`src/rtl/uart_tx_arbiter_pkg.sv`:
```
// Shared types and sizing helpers for the UART transmit arbiter.
package uart_tx_arbiter_pkg;

  localparam int DEF_NUM_REQ = 4;
  localparam int DEF_DATA_W  = 10;
  localparam int DEF_TIMEOUT = 64;
  localparam int DEF_GAP_CYC = 2;

  typedef enum logic [1:0] {
    IDLE,
    LAUNCH,
    WAIT_DONE,
    GAP
  } state_t;

  function automatic int cnt_w(input int maxval);
    return (maxval < 2) ? 1 : $clog2(maxval + 1);
  endfunction

  function automatic int idx_w(input int n);
    return (n < 2) ? 1 : $clog2(n);
  endfunction

  function automatic int timeout_cnt_w(input int timeout);
    return cnt_w(timeout - 1);
  endfunction

  function automatic int gap_cnt_w(input int gap_cyc);
    return cnt_w(gap_cyc);
  endfunction

endpackage

```
`src/rtl/rr_arbiter_nreq.sv`:
```
// Combinational round-robin pick: searches from last_grant+1 upward with wrap.
module rr_arbiter_nreq
  import uart_tx_arbiter_pkg::*;
#(
  parameter int NUM_REQ = DEF_NUM_REQ
) (
  input  logic [NUM_REQ-1:0]          req,
  input  logic [idx_w(NUM_REQ)-1:0]   last_grant,
  output logic [NUM_REQ-1:0]          grant,
  output logic [idx_w(NUM_REQ)-1:0]   grant_idx
);

  localparam int IDX_W = idx_w(NUM_REQ);

  always_comb begin
    logic             found;
    logic [IDX_W-1:0] cand;
    grant     = '0;
    grant_idx = '0;
    found     = 1'b0;
    cand      = '0;
    for (int unsigned off = 1; off <= NUM_REQ; off++) begin
      cand = IDX_W'((32'(last_grant) + off) % NUM_REQ);
      if (!found && req[cand]) begin
        found       = 1'b1;
        grant[cand] = 1'b1;
        grant_idx   = cand;
      end
    end
  end

endmodule

```
`src/rtl/uart_tx_arbiter.sv`:
```
// Shares one UART transmitter among NUM_REQ requesters: round-robin grant,
// frame launch, done/watchdog wait and an inter-frame idle gap.
module uart_tx_arbiter
  import uart_tx_arbiter_pkg::*;
#(
  parameter int NUM_REQ = DEF_NUM_REQ,
  parameter int DATA_W  = DEF_DATA_W,
  parameter int TIMEOUT = DEF_TIMEOUT,
  parameter int GAP_CYC = DEF_GAP_CYC
) (
  input  logic                        clk,
  input  logic                        rst,
  input  logic [NUM_REQ-1:0]          req_valid,
  input  logic [NUM_REQ*DATA_W-1:0]   req_data,
  output logic [NUM_REQ-1:0]          req_ready,
  output logic                        tx_en,
  output logic [DATA_W-1:0]           tx_data,
  input  logic                        tx_done,
  output logic [idx_w(NUM_REQ)-1:0]   grant_id,
  output logic                        busy,
  output logic                        timeout_err
);

  localparam int IDX_W = idx_w(NUM_REQ);
  localparam int WD_W  = timeout_cnt_w(TIMEOUT);
  localparam int GAP_W = gap_cnt_w(GAP_CYC);
  localparam logic [WD_W-1:0]  WD_MAX   = WD_W'(TIMEOUT - 1);
  localparam logic [GAP_W-1:0] GAP_LAST = GAP_W'(GAP_CYC - 1);

  state_t             state, state_nxt;
  logic [WD_W-1:0]    wd, wd_nxt;
  logic [GAP_W-1:0]   gap_cnt, gap_nxt;
  logic [IDX_W-1:0]   last_grant;
  logic [NUM_REQ-1:0] sel_grant;
  logic [IDX_W-1:0]   sel_idx;
  logic               accept;
  logic               expire;

  rr_arbiter_nreq #(
    .NUM_REQ(NUM_REQ)
  ) u_rr (
    .req        (req_valid),
    .last_grant (last_grant),
    .grant      (sel_grant),
    .grant_idx  (sel_idx)
  );

  always_comb begin
    state_nxt = state;
    wd_nxt    = wd;
    gap_nxt   = gap_cnt;
    accept    = 1'b0;
    expire    = 1'b0;
    case (state)
      IDLE: begin
        if (|req_valid) begin
          accept    = 1'b1;
          state_nxt = LAUNCH;
        end
      end
      LAUNCH: begin
        wd_nxt    = '0;
        state_nxt = WAIT_DONE;
      end
      WAIT_DONE: begin
        // done takes priority over a coincident watchdog expiry
        if (tx_done) begin
          gap_nxt   = '0;
          state_nxt = GAP;
        end else if (wd == WD_MAX) begin
          expire    = 1'b1;
          gap_nxt   = '0;
          state_nxt = GAP;
        end else begin
          wd_nxt = wd + 1'b1;
        end
      end
      GAP: begin
        if (gap_cnt == GAP_LAST) state_nxt = IDLE;
        else                     gap_nxt   = gap_cnt + 1'b1;
      end
      default: state_nxt = IDLE;
    endcase
  end

  // Handshake outputs are gated so nothing is accepted or flagged during reset.
  always_comb begin
    req_ready   = (accept && rst) ? sel_grant : '0;
    timeout_err = expire && rst;
    tx_en       = (state == LAUNCH) || (state == WAIT_DONE);
    busy        = (state != IDLE);
  end

  always_ff @(posedge clk) begin
    if (!rst) begin
      state      <= IDLE;
      wd         <= '0;
      gap_cnt    <= '0;
      tx_data    <= '0;
      grant_id   <= '0;
      last_grant <= IDX_W'(NUM_REQ - 1);
    end else begin
      state   <= state_nxt;
      wd      <= wd_nxt;
      gap_cnt <= gap_nxt;
      if (accept) begin
        tx_data    <= req_data[sel_idx*DATA_W +: DATA_W];
        grant_id   <= sel_idx;
        last_grant <= sel_idx;
      end
    end
  end

endmodule

```
`config.mk`:
```
export PLATFORM = sky130hd
export DESIGN_NAME = uart_tx_arbiter
export DESIGN_NICKNAME = d
export VERILOG_FILES = /design/src/rtl/uart_tx_arbiter_pkg.sv /design/src/rtl/rr_arbiter_nreq.sv /design/src/rtl/uart_tx_arbiter.sv
export SDC_FILE = /design/constraint.sdc
export NUM_CORES = 1
export LEC_CHECK = 0
export ABC_AREA = 1
export CAP_MARGIN = 25
export CORE_MARGIN = 3
export CORE_UTILIZATION = 47
export CTS_BUF_LIST = sky130_fd_sc_hd__clkbuf_8
export DETAILED_ROUTE_END_ITERATION = 16
export GPL_TIMING_DRIVEN = 0
export PLACE_DENSITY = 0.83
export RECOVER_POWER = 25
export SETUP_SLACK_MARGIN = 0.3
export SLEW_MARGIN = 15
export SYNTH_ARGS = -nofsm -noshare
export SYNTH_HDL_FRONTEND = slang
export SYNTH_HIERARCHICAL = 1
export SYNTH_SLANG_ARGS = --single-unit
export TNS_END_PERCENT = 100
```
`constraint.sdc`:
```
create_clock -name clk -period 2.7 [get_ports clk]
set_input_delay 0.54 -clock clk [delete_from_list [all_inputs] [get_ports clk]]
set_output_delay 0.54 -clock clk [all_outputs]
set_load 0.03 [all_outputs]
```
==> results of run 1 <==
## cell usage after synthesis
master	instances	area [µm²]
sky130_fd_sc_hd__nor2_1	71	267
sky130_fd_sc_hd__nand2_1	49	184
sky130_fd_sc_hd__o21ai_0	40	200
sky130_fd_sc_hd__dfxtp_1	24	480
sky130_fd_sc_hd__nand3_1	21	105
sky130_fd_sc_hd__inv_1	18	67.6
sky130_fd_sc_hd__ha_1	15	188
sky130_fd_sc_hd__a21oi_1	14	70.1
sky130_fd_sc_hd__nand2_2	5	31.3
sky130_fd_sc_hd__nand3_2	5	50.1
sky130_fd_sc_hd__a21boi_0	4	30.0
sky130_fd_sc_hd__and3_1	4	25.0
sky130_fd_sc_hd__buf_2	4	20.0
sky130_fd_sc_hd__nand2_4	4	45.0
sky130_fd_sc_hd__o21ai_1	4	20.0
sky130_fd_sc_hd__clkbuf_1	3	11.3
sky130_fd_sc_hd__inv_2	3	11.3
sky130_fd_sc_hd__a21oi_2	2	17.5
sky130_fd_sc_hd__nor2_4	2	22.5
sky130_fd_sc_hd__a31oi_1	1	6.26
sky130_fd_sc_hd__buf_1	1	3.75
sky130_fd_sc_hd__clkbuf_2	1	5.00
sky130_fd_sc_hd__clkbuf_8	1	13.8
sky130_fd_sc_hd__clkinv_4	1	8.76
sky130_fd_sc_hd__nand4_1	1	6.26
sky130_fd_sc_hd__nor4_1	1	6.26
sky130_fd_sc_hd__o21bai_4	1	18.8
sky130_fd_sc_hd__or2_2	1	6.26
## cell usage in the layout (no fill, tap or decap), drive strengths merged
cell	count
dfxtp	24
nor2	73
clkinv	1
inv	21
or2	1
dlymetal6s2s	1
clkbuf	9
nor4	1
clkdlybuf4s50	55
o21ai	44
a21oi	16
nand3	26
and3	4
a31oi	1
ha	15
a21boi	4
buf	21
o21bai	1
nand2	58
dlygate4sd2	3
nand4	1
## worst max-delay path, delay by kind of cell, from the launching register on
family / cells / cell delay (ns)
and+or+nand+nor: 8 / 0.84
DFF: 1 / 0.38
buffers and inverters: 3 / 0.43
## routing by layer
| layer | vias to the layer above | track usage | wire (µm) |
|---|---|---|---|
| li1 | 1144 | - | - |
| met1 | 1010 | 0.264 | 2340 |
| met2 | 71 | 0.403 | 3070 |
| met3 | 11 | 0.0417 | 325 |
| met4 | 0 | 0.0426 | 85 |
| met5 | - | 0 | 0 |
## state kept, by name (all words and copies together) (netlist names)
signal / flops
wd: 6
last_grant: 2
grant_id: 2
state: 2
gap_cnt: 2
tx_data: 10
## area by class of cell
class	count	area, µm²
multi-input cells	245	1320
fillers	308	992
repair buffers	75	719
flip-flops and latches	24	488
inverters	22	103
plain buffers	10	60.1
well taps	48	60.1
clock buffers	4	55.1
## cell families after synthesis
kind of cell,share of synthesized area
AND/OR/NAND/NOR,0.390
AO/OA/AOI/OAI,0.189
buffers and inverters,0.0736
flip-flops,0.250
adder cells (fa/ha/maj),0.0977
## how the worst max path moves through the flow
stage              endpoint  cells after the start           from  slack, ns
2_1_floorplan  req_ready[0]                      9  last_grant[0]       0.32
3_3_place_gp   req_ready[2]                      6   req_valid[0]      -0.44
3_5_place_dp   req_ready[3]                      6   req_valid[2]      -0.46
4_1_cts        req_ready[2]                     10  last_grant[0]       0.31
5_1_grt        req_ready[1]                     11  last_grant[0]       0.16
6_report       req_ready[1]                     11  last_grant[0]       0.24
## report_power, final
part / total (mW) / leakage, nW / internal, mW / switching [mW]
sequential: 0.530 / 0.198 / 0.460 / 0.0698
combinational: 2.52 / 1.01 / 0.979 / 1.54
clock: 0.240 / 0.0288 / 0.130 / 0.110
total: 3.29 / 1.24 / 1.57 / 1.72
## timing repair
action	in CTS	in global routing
gates resized for setup	49	28
setup endpoints to repair	19	16
buffers inserted	3	7
pin swaps	4	7
==> metrics.txt, run 1 <==
# TYPE chip_impl_metric gauge
chip_impl_info{name="run_status",value="finished, final reports clean"} 1
chip_impl_metric{name="boundaryPins",unit=""} 66
chip_impl_metric{name="worst_ir_drop_vdd",unit="V"} 0.000689
chip_impl_info{name="timing.rr.start",value="last_grant[0]"} 1
chip_impl_metric{name="postPlaceCellArea",unit="µm²"} 2630
chip_impl_info{name="hold_class",value="reg2reg"} 1
chip_impl_metric{name="die_w",unit="µm"} 69.9
chip_impl_metric{name="cts-root-to-sink-buffers",unit=""} 2
chip_impl_metric{name="cts-htree-levels",unit=""} 1
chip_impl_metric{name="worst_hold_slack",unit="ns"} 0.466
chip_impl_info{name="crit-reg2reg-capture",value="tx_data[5]"} 1
chip_impl_metric{name="grt_antenna_before_repair",unit=""} 0
chip_impl_metric{name="max_cap_violations",unit=""} 0
chip_impl_metric{name="num_vias",unit=""} 2236
chip_impl_metric{name="fraction_of_the_yosys_area_taken_by_sequential_cells",unit=""} 0.250
chip_impl_metric{name="final-instance-count-excl-fill",unit=""} 428
chip_impl_metric{name="die_height",unit="µm"} 69.9
chip_impl_metric{name="worst_slack",unit="ns"} 0.243
chip_impl_metric{name="initial_core_utilization",unit=""} 0.506
chip_impl_metric{name="overall_routed_net_length",unit="µm"} 5810
chip_impl_metric{name="port_buffer_cells",unit=""} 65
chip_impl_metric{name="worst-r2r-cell-count",unit=""} 15
chip_impl_metric{name="average_footprint_of_a_synthesized_cell",unit="µm²"} 6.38
chip_impl_metric{name="timing.hold.worst_path_depth",unit=""} 2
chip_impl_metric{name="timing.critical_path.arrival",unit="ns"} 1.92
chip_impl_metric{name="synth.lib_cells_used.distinct",unit=""} 28
chip_impl_metric{name="hold_buffers",unit=""} 0
chip_impl_metric{name="avgRoutedWirePerCell",unit="µm"} 13.6
chip_impl_metric{name="setup_viol_count_final",unit=""} 0
chip_impl_metric{name="floorplan.core_area",unit="µm²"} 3800
chip_impl_metric{name="fin_clk_skew",unit="ns"} 0.00370
chip_impl_metric{name="crit_path_max_incr_delay",unit="ns"} 0.38
chip_impl_metric{name="detail_route.first_pass.iterations",unit=""} 4
chip_impl_info{name="critPathKind",value="reg2out"} 1
chip_impl_metric{name="fin_tns_setup",unit="ns"} 0
chip_impl_metric{name="placedCellCount",unit=""} 414
chip_impl_metric{name="cts_buffers",unit=""} 3
chip_impl_metric{name="clk_pin_slew_worst_paths",unit="ns"} 0.08
chip_impl_metric{name="final_layout_size_suffix_gt1_frac",unit=""} 0.161
chip_impl_metric{name="ys.warnings.count",unit=""} 6
chip_impl_metric{name="drt-vias-per-instance",unit=""} 5.22
chip_impl_metric{name="power_density",unit="nW/µm²"} 1170
chip_impl_metric{name="max_clock_freq",unit="MHz"} 407
chip_impl_metric{name="place_hpwl",unit="µm"} 4150
chip_impl_metric{name="timing_max_transition_violations_final",unit=""} 0
chip_impl_metric{name="die_area",unit="µm²"} 4890
chip_impl_metric{name="antenna_violating_nets_post_route",unit=""} 0
chip_impl_metric{name="finalCriticalPeriod",unit="ns"} 2.46
chip_impl_info{name="rsz0062_at_grt",value="yes"} 1
chip_impl_metric{name="place.gp.congestion",unit=""} 0.810
chip_impl_info{name="cts_tree",value="done"} 1
chip_impl_metric{name="post_synth_instance_area",unit="µm²"} 1920
chip_impl_metric{name="core_util_final",unit=""} 0.739
chip_impl_metric{name="finalPower",unit="mW"} 3.29
chip_impl_metric{name="synth_nets",unit=""} 363
chip_impl_info{name="hp-start",value="gap_cnt[1]"} 1
chip_impl_metric{name="synth.ff_latch_count",unit=""} 24
chip_impl_metric{name="final_min_period_over_clock_period",unit=""} 0.910
chip_impl_metric{name="grt_max_degree",unit=""} 14
chip_impl_metric{name="post-route-drc-count",unit=""} 0
chip_impl_metric{name="finish.net_count",unit=""} 443
chip_impl_info{name="path_common_cell",value="sky130_fd_sc_hd__nand2_1"} 1
chip_impl_metric{name="fp-row-count",unit=""} 22
chip_impl_metric{name="r2r_slack",unit="ns"} 0.39
chip_impl_metric{name="first_global_vias",unit=""} 2056
chip_impl_metric{name="worst_skew_pair.late_latency",unit="ns"} 0.26
chip_impl_metric{name="timing.slew.headroom",unit=""} 0.619
chip_impl_metric{name="first_pass_grt_wire_length",unit="µm"} 8940
chip_impl_metric{name="clock_sinks",unit=""} 24
chip_impl_metric{name="required_time_reported_for_the_critical_path_endpoint",unit="ns"} 2.16
chip_impl_metric{name="max_slew.worst_pin.slew",unit="ns"} 0.570
chip_impl_metric{name="detailedPlace.worstSlack",unit="ns"} -0.460
chip_impl_metric{name="drt_iter0_markers",unit=""} 100
chip_impl_metric{name="grt_overflow",unit=""} 0
chip_impl_metric{name="layout.cell_area.non_filler",unit="µm²"} 2810
chip_impl_metric{name="power_leakage",unit="nW"} 1.24
chip_impl_metric{name="syn-instance-count",unit=""} 301
chip_impl_metric{name="timing_hold_violations_final",unit=""} 0
chip_impl_info{name="worstSetupEndpointType",value="primary output"} 1
chip_impl_metric{name="synthToLayoutAreaGrowth",unit="%"} 46.1
chip_impl_metric{name="path_max_fanout",unit=""} 11
chip_impl_metric{name="track_usage",unit=""} 0.219
chip_impl_metric{name="antenna_cells",unit=""} 0
chip_impl_info{name="start_kind",value="flop"} 1
chip_impl_info{name="destination_of_the_worst_hold_path",value="gap_cnt[1]"} 1
chip_impl_info{name="worstPathCellList",value="buf_4 > nand2_1 > nand2_1 > nand2_1 > nand2_1 > nand3_2 > inv_2 > nand2_1 > nand3_1 > and3_4 > buf_6"} 1
chip_impl_info{name="slowest_stage",value="sky130_fd_sc_hd__dfxtp_4"} 1
chip_impl_info{name="clock_tree.root_cell",value="sky130_fd_sc_hd__clkbuf_8"} 1
(Power assumes the default switching activity.)
==> run 2, diff against run 1 <==
SKIP_LAST_GASP = 1   (was default)
==> results of run 2 <==
Final layout, timing and power as in run 1 (identical DEF).
==> run 3, diff against run 2 <==
==> constraint.sdc (replaced) <==
create_clock -name clk -period 2.7 [get_ports clk]
set_input_delay 0.81 -clock clk [delete_from_list [all_inputs] [get_ports clk]]
set_output_delay 0.81 -clock clk [all_outputs]
set_load 0.03 [all_outputs]
==> metrics.txt, run 3 (same netlist as run 1, synthesis figures left out) <==
# TYPE chip_impl_metric gauge
chip_impl_info{name="run_status",value="finished, violations left"} 1
chip_impl_info{name="violations",value="negative setup slack"} 1
chip_impl_metric{name="synthToLayoutAreaGrowth",unit="%"} 61.8
chip_impl_metric{name="path_max_fanout",unit=""} 5
chip_impl_metric{name="r2r_slack",unit="ns"} 0.24
chip_impl_info{name="worstPathCellList",value="buf_12 > nand2_8 > nand3_4 > nand2_4 > inv_4 > nor2_4 > nand3_2 > nand3_2 > and3_4 > buf_6"} 1
chip_impl_metric{name="required_time_reported_for_the_critical_path_endpoint",unit="ns"} 1.89
chip_impl_metric{name="cp_num_buf_inv",unit=""} 3
chip_impl_info{name="cts_tree",value="done"} 1
chip_impl_metric{name="place.gp.congestion",unit=""} 0.862
chip_impl_metric{name="power_leakage",unit="nW"} 1.34
chip_impl_metric{name="drt-vias-per-instance",unit=""} 5.29
chip_impl_metric{name="first_pass_grt_wire_length",unit="µm"} 10000
chip_impl_metric{name="drt_iter0_markers",unit=""} 69
chip_impl_metric{name="layout.cell_area.non_filler",unit="µm²"} 3110
chip_impl_metric{name="worst_skew_pair.late_latency",unit="ns"} 0.27
chip_impl_metric{name="max_cap_violations",unit=""} 0
chip_impl_metric{name="max_clock_freq",unit="MHz"} 366
chip_impl_metric{name="first_global_vias",unit=""} 2209
chip_impl_metric{name="track_usage",unit=""} 0.246
chip_impl_metric{name="post-route-drc-count",unit=""} 0
chip_impl_metric{name="initial_core_utilization",unit=""} 0.506
chip_impl_info{name="rsz0062_at_grt",value="yes"} 1
chip_impl_metric{name="die_area",unit="µm²"} 4890
chip_impl_metric{name="detail_route.first_pass.iterations",unit=""} 5
chip_impl_metric{name="final_layout_size_suffix_gt1_frac",unit=""} 0.260
chip_impl_info{name="path_common_cell",value="sky130_fd_sc_hd__nand3_2"} 1
chip_impl_info{name="critPathKind",value="in2out"} 1
chip_impl_metric{name="timing.hold.worst_path_depth",unit=""} 2
chip_impl_metric{name="timing_hold_violations_final",unit=""} 0
chip_impl_info{name="cp_top_family",value="simple AND/OR/NAND/NOR gates"} 1
chip_impl_metric{name="cts-root-to-sink-buffers",unit=""} 2
chip_impl_info{name="destination_of_the_worst_hold_path",value="gap_cnt[1]"} 1
chip_impl_info{name="slowest_stage",value="sky130_fd_sc_hd__nor2_4"} 1
chip_impl_metric{name="floorplan.core_area",unit="µm²"} 3800
chip_impl_metric{name="cts_buffers",unit=""} 3
chip_impl_metric{name="setup_viol_count_final",unit=""} 3
chip_impl_metric{name="final_min_period_over_clock_period",unit=""} 1.01
chip_impl_metric{name="cts-htree-levels",unit=""} 1
chip_impl_info{name="hp-start",value="gap_cnt[1]"} 1
chip_impl_info{name="clock_tree.root_cell",value="sky130_fd_sc_hd__clkbuf_8"} 1
chip_impl_metric{name="num_vias",unit=""} 2285
chip_impl_info{name="final_cell_mix",value="sky130_fd_sc_hd__nor2_1, sky130_fd_sc_hd__clkdlybuf4s50_1, sky130_fd_sc_hd__nand2_1"} 1
chip_impl_metric{name="finalCriticalPeriod",unit="ns"} 2.73
chip_impl_metric{name="core_util_final",unit=""} 0.818
chip_impl_info{name="start_kind",value="input pin"} 1
chip_impl_metric{name="hold_buffers",unit=""} 0
chip_impl_metric{name="clock_sinks",unit=""} 24
chip_impl_info{name="crit-reg2reg-capture",value="tx_data[6]"} 1
chip_impl_metric{name="power_density",unit="nW/µm²"} 1200
chip_impl_metric{name="boundaryPins",unit=""} 66
chip_impl_info{name="max_flop_register",value="tx_data"} 1
chip_impl_metric{name="avgRoutedWirePerCell",unit="µm"} 14.4
chip_impl_metric{name="critical_path_depth",unit=""} 10
chip_impl_metric{name="grt_max_degree",unit=""} 15
chip_impl_metric{name="worst-r2r-cell-count",unit=""} 16
chip_impl_metric{name="place_hpwl",unit="µm"} 4310
chip_impl_metric{name="timing.slew.headroom",unit=""} 0.643
chip_impl_metric{name="fin_clk_skew",unit="ns"} 0.00127
chip_impl_metric{name="fp-row-count",unit=""} 22
chip_impl_metric{name="crit_path_max_incr_delay",unit="ns"} 0.19
chip_impl_metric{name="antenna_cells",unit=""} 0
chip_impl_metric{name="grt_overflow",unit=""} 0
chip_impl_metric{name="overall_routed_net_length",unit="µm"} 6240
chip_impl_info{name="worstSetupEndpointType",value="primary output"} 1
chip_impl_info{name="timing.rr.start",value="last_grant[0]"} 1
chip_impl_metric{name="grt_antenna_before_repair",unit=""} 0
chip_impl_metric{name="antenna_violating_nets_post_route",unit=""} 0
chip_impl_info{name="top_regs",value="tx_data x10, wd x6"} 1
chip_impl_metric{name="worst_slack",unit="ns"} -0.0321
chip_impl_metric{name="clk_pin_slew_worst_paths",unit="ns"} 0.08
chip_impl_metric{name="finish.net_count",unit=""} 447
chip_impl_metric{name="max_slew.worst_pin.slew",unit="ns"} 0.535
chip_impl_metric{name="worst_ir_drop_vdd",unit="V"} 0.000644
chip_impl_metric{name="port_buffer_cells",unit=""} 65
chip_impl_metric{name="timing_max_transition_violations_final",unit=""} 0
chip_impl_metric{name="timing.critical_path.arrival",unit="ns"} 1.92
chip_impl_info{name="mostFrequentLayoutCell",value="sky130_fd_sc_hd__nor2_1"} 1
chip_impl_metric{name="max_ffs_per_register",unit=""} 10
chip_impl_metric{name="postPlaceCellArea",unit="µm²"} 2720
chip_impl_metric{name="die_height",unit="µm"} 69.9
chip_impl_metric{name="die_w",unit="µm"} 69.9
chip_impl_info{name="hold_class",value="reg2reg"} 1
-- run 3: worst max-delay path by stage --
stage                            start      endpoint  slack [ns]
final                     req_valid[0]  req_ready[0]       -0.03
after global routing      req_valid[3]  req_ready[0]       -0.10
after CTS                 req_valid[1]  req_ready[2]        0.02
after detailed placement  req_valid[2]  req_ready[2]       -1.19
after global placement    req_valid[2]  req_ready[3]       -1.20
after floorplan           req_valid[2]  req_ready[0]        0.29
-- run 3: layout make-up --
cell class / instances / area [µm²]
inverter: 22 / 108
clock buffer: 3 / 41.3
multi-input combinational: 245 / 1520
fill: 248 / 692
clock inverter: 1 / 30.0
sequential: 24 / 489
timing repair buffer: 79 / 785
buffer: 10 / 78.8
tap: 48 / 60.1
-- run 3: routing by layer --
layer / up-vias / routed length (µm) / share of wire / track usage
li1: 1150 / - / - / -
met1: 1049 / 2530 / 0.40 / 0.292
met2: 71 / 3230 / 0.52 / 0.435
met3: 15 / 369 / 0.059 / 0.0676
met4: 0 / 118 / 0.019 / 0.0617
met5: - / 0 / 0 / 0
-- run 3: stage by stage --
stage          TNS (ns)  instances  total power, mW  setup slack [ns]  hold WS, ns
6_report        -0.0629        432             3.72           -0.0321        0.472
5_1_grt          -0.350        432             4.03            -0.104        0.497
4_1_cts               0        428             3.44            0.0188        0.469
3_5_place_dp     -10.52        414             2.85             -1.19        0.457
3_3_place_gp     -10.01        414             2.80             -1.20        0.452
2_1_floorplan         0        301             2.20             0.288        0.439
-- run 3: worst register-to-register path: stages (launching register included) --
cell                      delay [ns]
sky130_fd_sc_hd__dfxtp_4        0.39
sky130_fd_sc_hd__inv_8          0.05
sky130_fd_sc_hd__ha_4           0.30
sky130_fd_sc_hd__inv_4          0.06
sky130_fd_sc_hd__nand2_4        0.10
sky130_fd_sc_hd__nand2_4        0.08
sky130_fd_sc_hd__nor2_4         0.18
sky130_fd_sc_hd__buf_4          0.15
sky130_fd_sc_hd__buf_4          0.09
sky130_fd_sc_hd__nor2_1         0.05
sky130_fd_sc_hd__a21oi_2        0.22
sky130_fd_sc_hd__inv_1          0.11
sky130_fd_sc_hd__buf_6          0.16
sky130_fd_sc_hd__o21ai_2        0.13
sky130_fd_sc_hd__o21ai_0        0.10
sky130_fd_sc_hd__nor2_1         0.13
sky130_fd_sc_hd__nor2_1         0.05
-- run 3: repair_timing --
action,in CTS,in global routing
setup endpoints to repair,21,16
pin swaps,20,16
setup buffers,10,4
gates resized for setup,111,43
-- run 3: power breakdown --
group / switching, mW / internal [mW] / total (mW) / leakage (nW)
registers: 0.0679 / 0.461 / 0.529 / 0.198
clock network: 0.116 / 0.198 / 0.314 / 0.0357
logic: 1.74 / 1.14 / 2.88 / 1.11
total: 1.92 / 1.80 / 3.72 / 1.34
